`config.mk`:
```
export PLATFORM = sky130hd
export DESIGN_NAME = host_specific_top_tx_to_host
export DESIGN_NICKNAME = d
export VERILOG_FILES = /design/src/rtl/host_specific_top_tx_to_host.sv
export SDC_FILE = /design/constraint.sdc
export NUM_CORES = 2
export LEC_CHECK = 0
export BUFFER_PORTS_ARGS = -buffer_cell sky130_fd_sc_hd__buf_2
export CAP_MARGIN = 0
export CORE_AREA = 2 2 459 461
export DETAILED_ROUTE_END_ITERATION = 8
export DIE_AREA = 0 0 461 463
export GPL_ROUTABILITY_DRIVEN = 1
export SKIP_CTS_REPAIR_TIMING = 1
export SYNTH_ARGS = -nofsm -noshare
export SYNTH_HDL_FRONTEND = slang
export SYNTH_SLANG_ARGS = --single-unit
```
`constraint.sdc`:
```
create_clock -name clk -period 6 [get_ports clk]
set_clock_uncertainty 0.2 [all_clocks]
set_input_delay 0.9 -clock clk [delete_from_list [all_inputs] [get_ports clk]]
set_output_delay 0.9 -clock clk [all_outputs]
set_load 0.02 [all_outputs]
```
`src/rtl/host_specific_top_tx_to_host.sv`:
```
// Link-to-host receive path: Manchester-decodes 144-bit beats and assembles
// a multi-beat response packet, pulsing done or error once per packet.
module host_specific_top_tx_to_host #(
    parameter int TIMEOUT_CYCLES = 64,
    parameter int MAX_PAYLOAD    = 116
) (
    input  logic          clk,
    input  logic          reset,
    input  logic [143:0]  encoded_input,
    input  logic          encoded_valid,
    output logic          encoded_ready,
    output logic [1023:0] output_data,
    output logic          done,
    output logic          error
);

    localparam int IW = $clog2(TIMEOUT_CYCLES + 1);

    typedef enum logic [1:0] {IDLE, COLLECT, DONE, ERROR} state_t;

    state_t          state_q, state_d;
    logic [1023:0]   data_q, data_d;
    logic [7:0]      size_q, size_d;
    logic [7:0]      beats_q, beats_d;
    logic [7:0]      idx_q, idx_d;
    logic [IW-1:0]   idle_q, idle_d;
    logic            done_q, done_d;
    logic            error_q, error_d;

    logic [71:0]     dec;
    logic            sym_err;
    logic            xfer;
    logic [7:0]      opcode;
    logic [7:0]      n_size;
    logic            hdr_err;

    function automatic logic [7:0] beats_of(input logic [7:0] n);
        if (n <= 8'd1) return 8'd1;
        return 8'(1 + (int'(n) + 7) / 9);
    endfunction

    // Bytes at or beyond 8+N belong to no field and are forced to zero.
    function automatic logic [1023:0] keep_bytes(input logic [1023:0] d,
                                                 input logic [7:0] n);
        logic [1023:0] r;
        r = d;
        for (int j = 0; j < 128; j++) begin
            if (j >= 8 + int'(n)) r[8*j +: 8] = 8'h00;
        end
        return r;
    endfunction

    always_comb begin
        sym_err = 1'b0;
        dec     = '0;
        for (int i = 0; i < 72; i++) begin
            dec[i] = encoded_input[2*i+1];
            if (encoded_input[2*i+1] == encoded_input[2*i]) sym_err = 1'b1;
        end
    end

    assign opcode        = dec[7:0];
    assign n_size        = dec[63:56];
    assign hdr_err       = !(opcode == 8'h02 || opcode == 8'h04) ||
                           (int'(n_size) > MAX_PAYLOAD);
    assign encoded_ready = !reset && (state_q == IDLE || state_q == COLLECT);
    assign xfer          = encoded_valid && encoded_ready;

    always_comb begin
        state_d = state_q;
        data_d  = data_q;
        size_d  = size_q;
        beats_d = beats_q;
        idx_d   = idx_q;
        idle_d  = idle_q;
        done_d  = 1'b0;
        error_d = 1'b0;
        unique case (state_q)
            IDLE: begin
                if (xfer) begin
                    data_d        = '0;
                    data_d[71:0]  = dec;
                    data_d        = keep_bytes(data_d, n_size);
                    size_d        = n_size;
                    beats_d       = beats_of(n_size);
                    idx_d         = 8'd1;
                    idle_d        = '0;
                    if (sym_err || hdr_err) begin
                        data_d  = '0;
                        state_d = ERROR;
                        error_d = 1'b1;
                    end else if (beats_of(n_size) == 8'd1) begin
                        state_d = DONE;
                        done_d  = 1'b1;
                    end else begin
                        state_d = COLLECT;
                    end
                end
            end
            COLLECT: begin
                if (xfer) begin
                    data_d[72*int'(idx_q) +: 72] = dec;
                    data_d = keep_bytes(data_d, size_q);
                    idx_d  = idx_q + 8'd1;
                    idle_d = '0;
                    if (sym_err) begin
                        data_d  = '0;
                        state_d = ERROR;
                        error_d = 1'b1;
                    end else if (idx_q + 8'd1 == beats_q) begin
                        state_d = DONE;
                        done_d  = 1'b1;
                    end
                end else if (int'(idle_q) + 1 >= TIMEOUT_CYCLES) begin
                    data_d  = '0;
                    state_d = ERROR;
                    error_d = 1'b1;
                end else begin
                    idle_d = idle_q + IW'(1);
                end
            end
            DONE:    state_d = IDLE;
            ERROR:   state_d = IDLE;
            default: state_d = IDLE;
        endcase
    end

    always_ff @(posedge clk) begin
        if (reset) begin
            state_q <= IDLE;
            data_q  <= '0;
            size_q  <= '0;
            beats_q <= '0;
            idx_q   <= '0;
            idle_q  <= '0;
            done_q  <= 1'b0;
            error_q <= 1'b0;
        end else begin
            state_q <= state_d;
            data_q  <= data_d;
            size_q  <= size_d;
            beats_q <= beats_d;
            idx_q   <= idx_d;
            idle_q  <= idle_d;
            done_q  <= done_d;
            error_q <= error_d;
        end
    end

    assign output_data = data_q;
    assign done        = done_q;
    assign error       = error_q;

endmodule

```
==> impl_metrics.ini <==
[critical_path]
setup.worst_path.end_class = register
crit_buf_inv = 3
crit_fanout = 8
crit_path_cell_trace = ha_1, ha_1, fa_1, a21oi_1, o21bai_1, xor2_1, or3_1, nor3_4, and3_1, ha_1, inv_1, and3_1, o2111ai_2, o41ai_4, buf_4, nand2_2, buf_4, or3_1, a21oi_1, nor2_1, a22o_1
cp_slowest_stage_delay_ps = 470
reg2reg_slack_ps = 310
cp.required_ps = 6500
r2r-end = output_data[478]$_SDFFE_PP0P_
critPathKind = register to register
critPathSlowestCell = a21oi_1
cp.arrival_ps = 6190
cp.depth = 21
cp-start-kind = register
rr_worst_depth = 21
worstSetupEndpoint = output_data[478]$_SDFFE_PP0P_
crit_top_cell = ha_1
cp-startpoint = idx_q[1]$_SDFFE_PP0P_
critPathTopFamily = simple AND/OR/NAND/NOR gates
reg2reg_from = idx_q[1]$_SDFFE_PP0P_

[synth]
muxShareOfSynthArea_pct = 2.105
synth_common_cells = 1058 x dfxtp_1, 689 x nor2_1, 573 x a22o_1, 509 x nand2_1, 293 x a21oi_1
synth-edff-count = 0
synth_compound_area_share_pct = 31.49
yosys.area_share.simple_pct = 16.75
syn_area_um2 = 48630
yosysUniqueCellTypes = 109
synth_nets = 5646
yosys_most_used_dff = dfxtp_1
synth_top_area_share_pct = 43.55
avgSynthCellArea_um2 = 8.894
synthAdderAreaFrac_pct = 0.8130
yosysSeqAreaShare_pct = 43.55
yosysMostFrequentCell = dfxtp_1
yosys-top-cells-area = dfxtp_1 44%, a22o_1 10%, nor2_1 5.3%, nand2_1 3.9%, a22oi_1 3.7%
ys_warn_count = 0
synth_top_family_by_area = compound AO/OA/AOI/OAI gates
ys_ff_latch = 1058
yosys.area.top_type = dfxtp_1
synth-async-reset-ratio_pct = 0
netlist_instances = 5468
synth_xor_area_share_pct = 2.179

[finish]
multi_input_area_um2 = 26290
fillers = 22240
fin_nets = 7287
regArea_um2 = 21180
fin_util_pct = 31.95
area_delta_synth_final_pct = 37.01
drive_above_1_share_pct = 31.63

[global_route]
grt_pass1_wl_um = 479800
antenna_found_initial = 25
grt-ovfl-total = 0
use_met3_pct = 10.09
met2_usage_pct = 49.47
grt_max_degree = 136
grt_usage_pct = 32.67
top_usage_layer = met2
grt_pass1_vias = 53440
met1_usage_pct = 39.29

[sta]
worst-slew-pin-transition_ps = 1371
relSlewSlack_pct = 8.604
finalWorstSetupSlack_ps = 312.2
period_minus_slack_ps = 5688
max_freq_mhz = 175.8
finalSetupViolCount = 0
min_period_over_period_pct = 94.80
hold_viol = 0
slew_viol_final = 0
rsz0062_at_grt = false

[route]
drt_first_iter_violations = 6649
via_per_inst = 5.644
routed_wl_um = 364800
antenna_left = 0
first_pass_iters = 7
via_count = 56600
wire_per_inst_um = 36.38
drcViolationCount = 0

[floorplan]
core-area_um2 = 208500
die_h_um = 463
ioPinCount = 1174
core.rowCount = 168
die_area_um2 = 213400
initial_core_util_pct = 23.32
die_w_um = 461

[cts]
cts_tree = yes
cts_buffers = 117
clk_path_buf_depth = 3
clock_latency_ps = 810
cts_max_level = 3
cts.root.buffer_cell = clkbuf_16
clkTransAtPathRegs_ps = 60
clkSinkCount = 1058

[placement]
place.gp.congestion = 1.054
dp_hpwl_um = 294700
pre_cts_ws_ps = -399.1
port_buffers = 1173

[pwr]
ir_worst_vdd_v = 0.0002579
power_density_nw_per_um2 = 295.1
p_leak_uw = 0.02838

[worst_hold_path]
hold_path.class = register to register

[job]
drv_cap = 0

[outcome]
status = finished clean
## where the power goes
group	internal (uW)	total [uW]	switching, uW
clock	4510	7860	3340
combinational	1190	4720	3530
sequential	7060	7090	27.3
total	12800	19700	6900
## logic make-up after synthesis
family,count (synthesis)
and+or+nand+nor,1737
DFF,1058
muxes,90
buffers and inverters,377
adders and majority gates,31
xor gates and xnor gates,121
AOI/OAI and AO/OA,2054
## through the flow
step,hold slack (ps),area [um^2],total power (uW),setup TNS [ps],cells
floorplan,243.4,48710,9148,0,5468
global placement,228.4,62300,11750,-1440,9788
detailed placement,238.8,62300,11750,-1128,9788
CTS,220.4,66460,19570,0,10010
global route,268.2,66610,20090,0,10020
finish,251.1,66630,19660,0,10030
## registers in the layout, indices dropped and copies added, names as in the netlist
signal,count
beats_q,7
error,1
idle_q,7
output_data,1024
idx_q,8
done,1
size_q,8
state_q,2
## placed cells by master (no fill, tap or decap), types with 53 or more instances in the layout
cell,netlist,layout
buf_2,31,1172
dfxtp_1,1058,1057
nor2_1,689,678
buf_4,9,671
a22o_1,573,573
nand2_1,509,505
a21oi_1,293,289
a22oi_1,240,240
o21ai_0,235,230
o2bb2ai_1,190,190
clkbuf_16,0,118
nor3_1,115,111
o22ai_1,107,107
nand3_1,74,72
xor2_1,66,61
mux2i_1,61,60
a211oi_1,56,53
## how the worst min path moves through the flow
stage / from / to / slack, ps / depth (start not counted)
detailed placement: output_data[633]$_SDFFE_PP0P_ / output_data[633]$_SDFFE_PP0P_ / 240 / 2
global placement: output_data[126]$_SDFFE_PP0P_ / output_data[126]$_SDFFE_PP0P_ / 230 / 2
floorplan: beats_q[4]$_SDFFE_PP0P_ / beats_q[4]$_SDFFE_PP0P_ / 240 / 2
finish: output_data[124]$_SDFFE_PP0P_ / output_data[124]$_SDFFE_PP0P_ / 250 / 2
CTS: encoded_valid / idx_q[1]$_SDFFE_PP0P_ / 220 / 3
global route: output_data[860]$_SDFFE_PP0P_ / output_data[860]$_SDFFE_PP0P_ / 270 / 1
## cell type report
type,count,area share [%]
antenna,15,0.05634
multi-input combinational,4033,39.46
tap,2805,5.268
timing repair buffer,1864,16.98
clock buffer,160,4.969
sequential,1058,31.79
clock inverter,59,1.273
inverter,35,0.1972
## worst reg2reg max path, delay by kind of cell (launching register included)
family	cells	cell delay (ps)
buf+inv	3	590
flops	1	320
simple gates	7	1840
compound gates	6	1310
xor+xnor	1	160
fa+ha+maj	4	1150
## metal layers
layer | vias up | share of wire [%] | routed length, um
met4 | 10 | 8.2 | 29820
li1 | 24000 | - | -
met1 | 27860 | 39 | 141300
met3 | 910 | 10 | 38180
met5 | - | 0.021 | 76
met2 | 3823 | 43 | 155400
No activity file was read; power rests on OpenSTA's default activity.
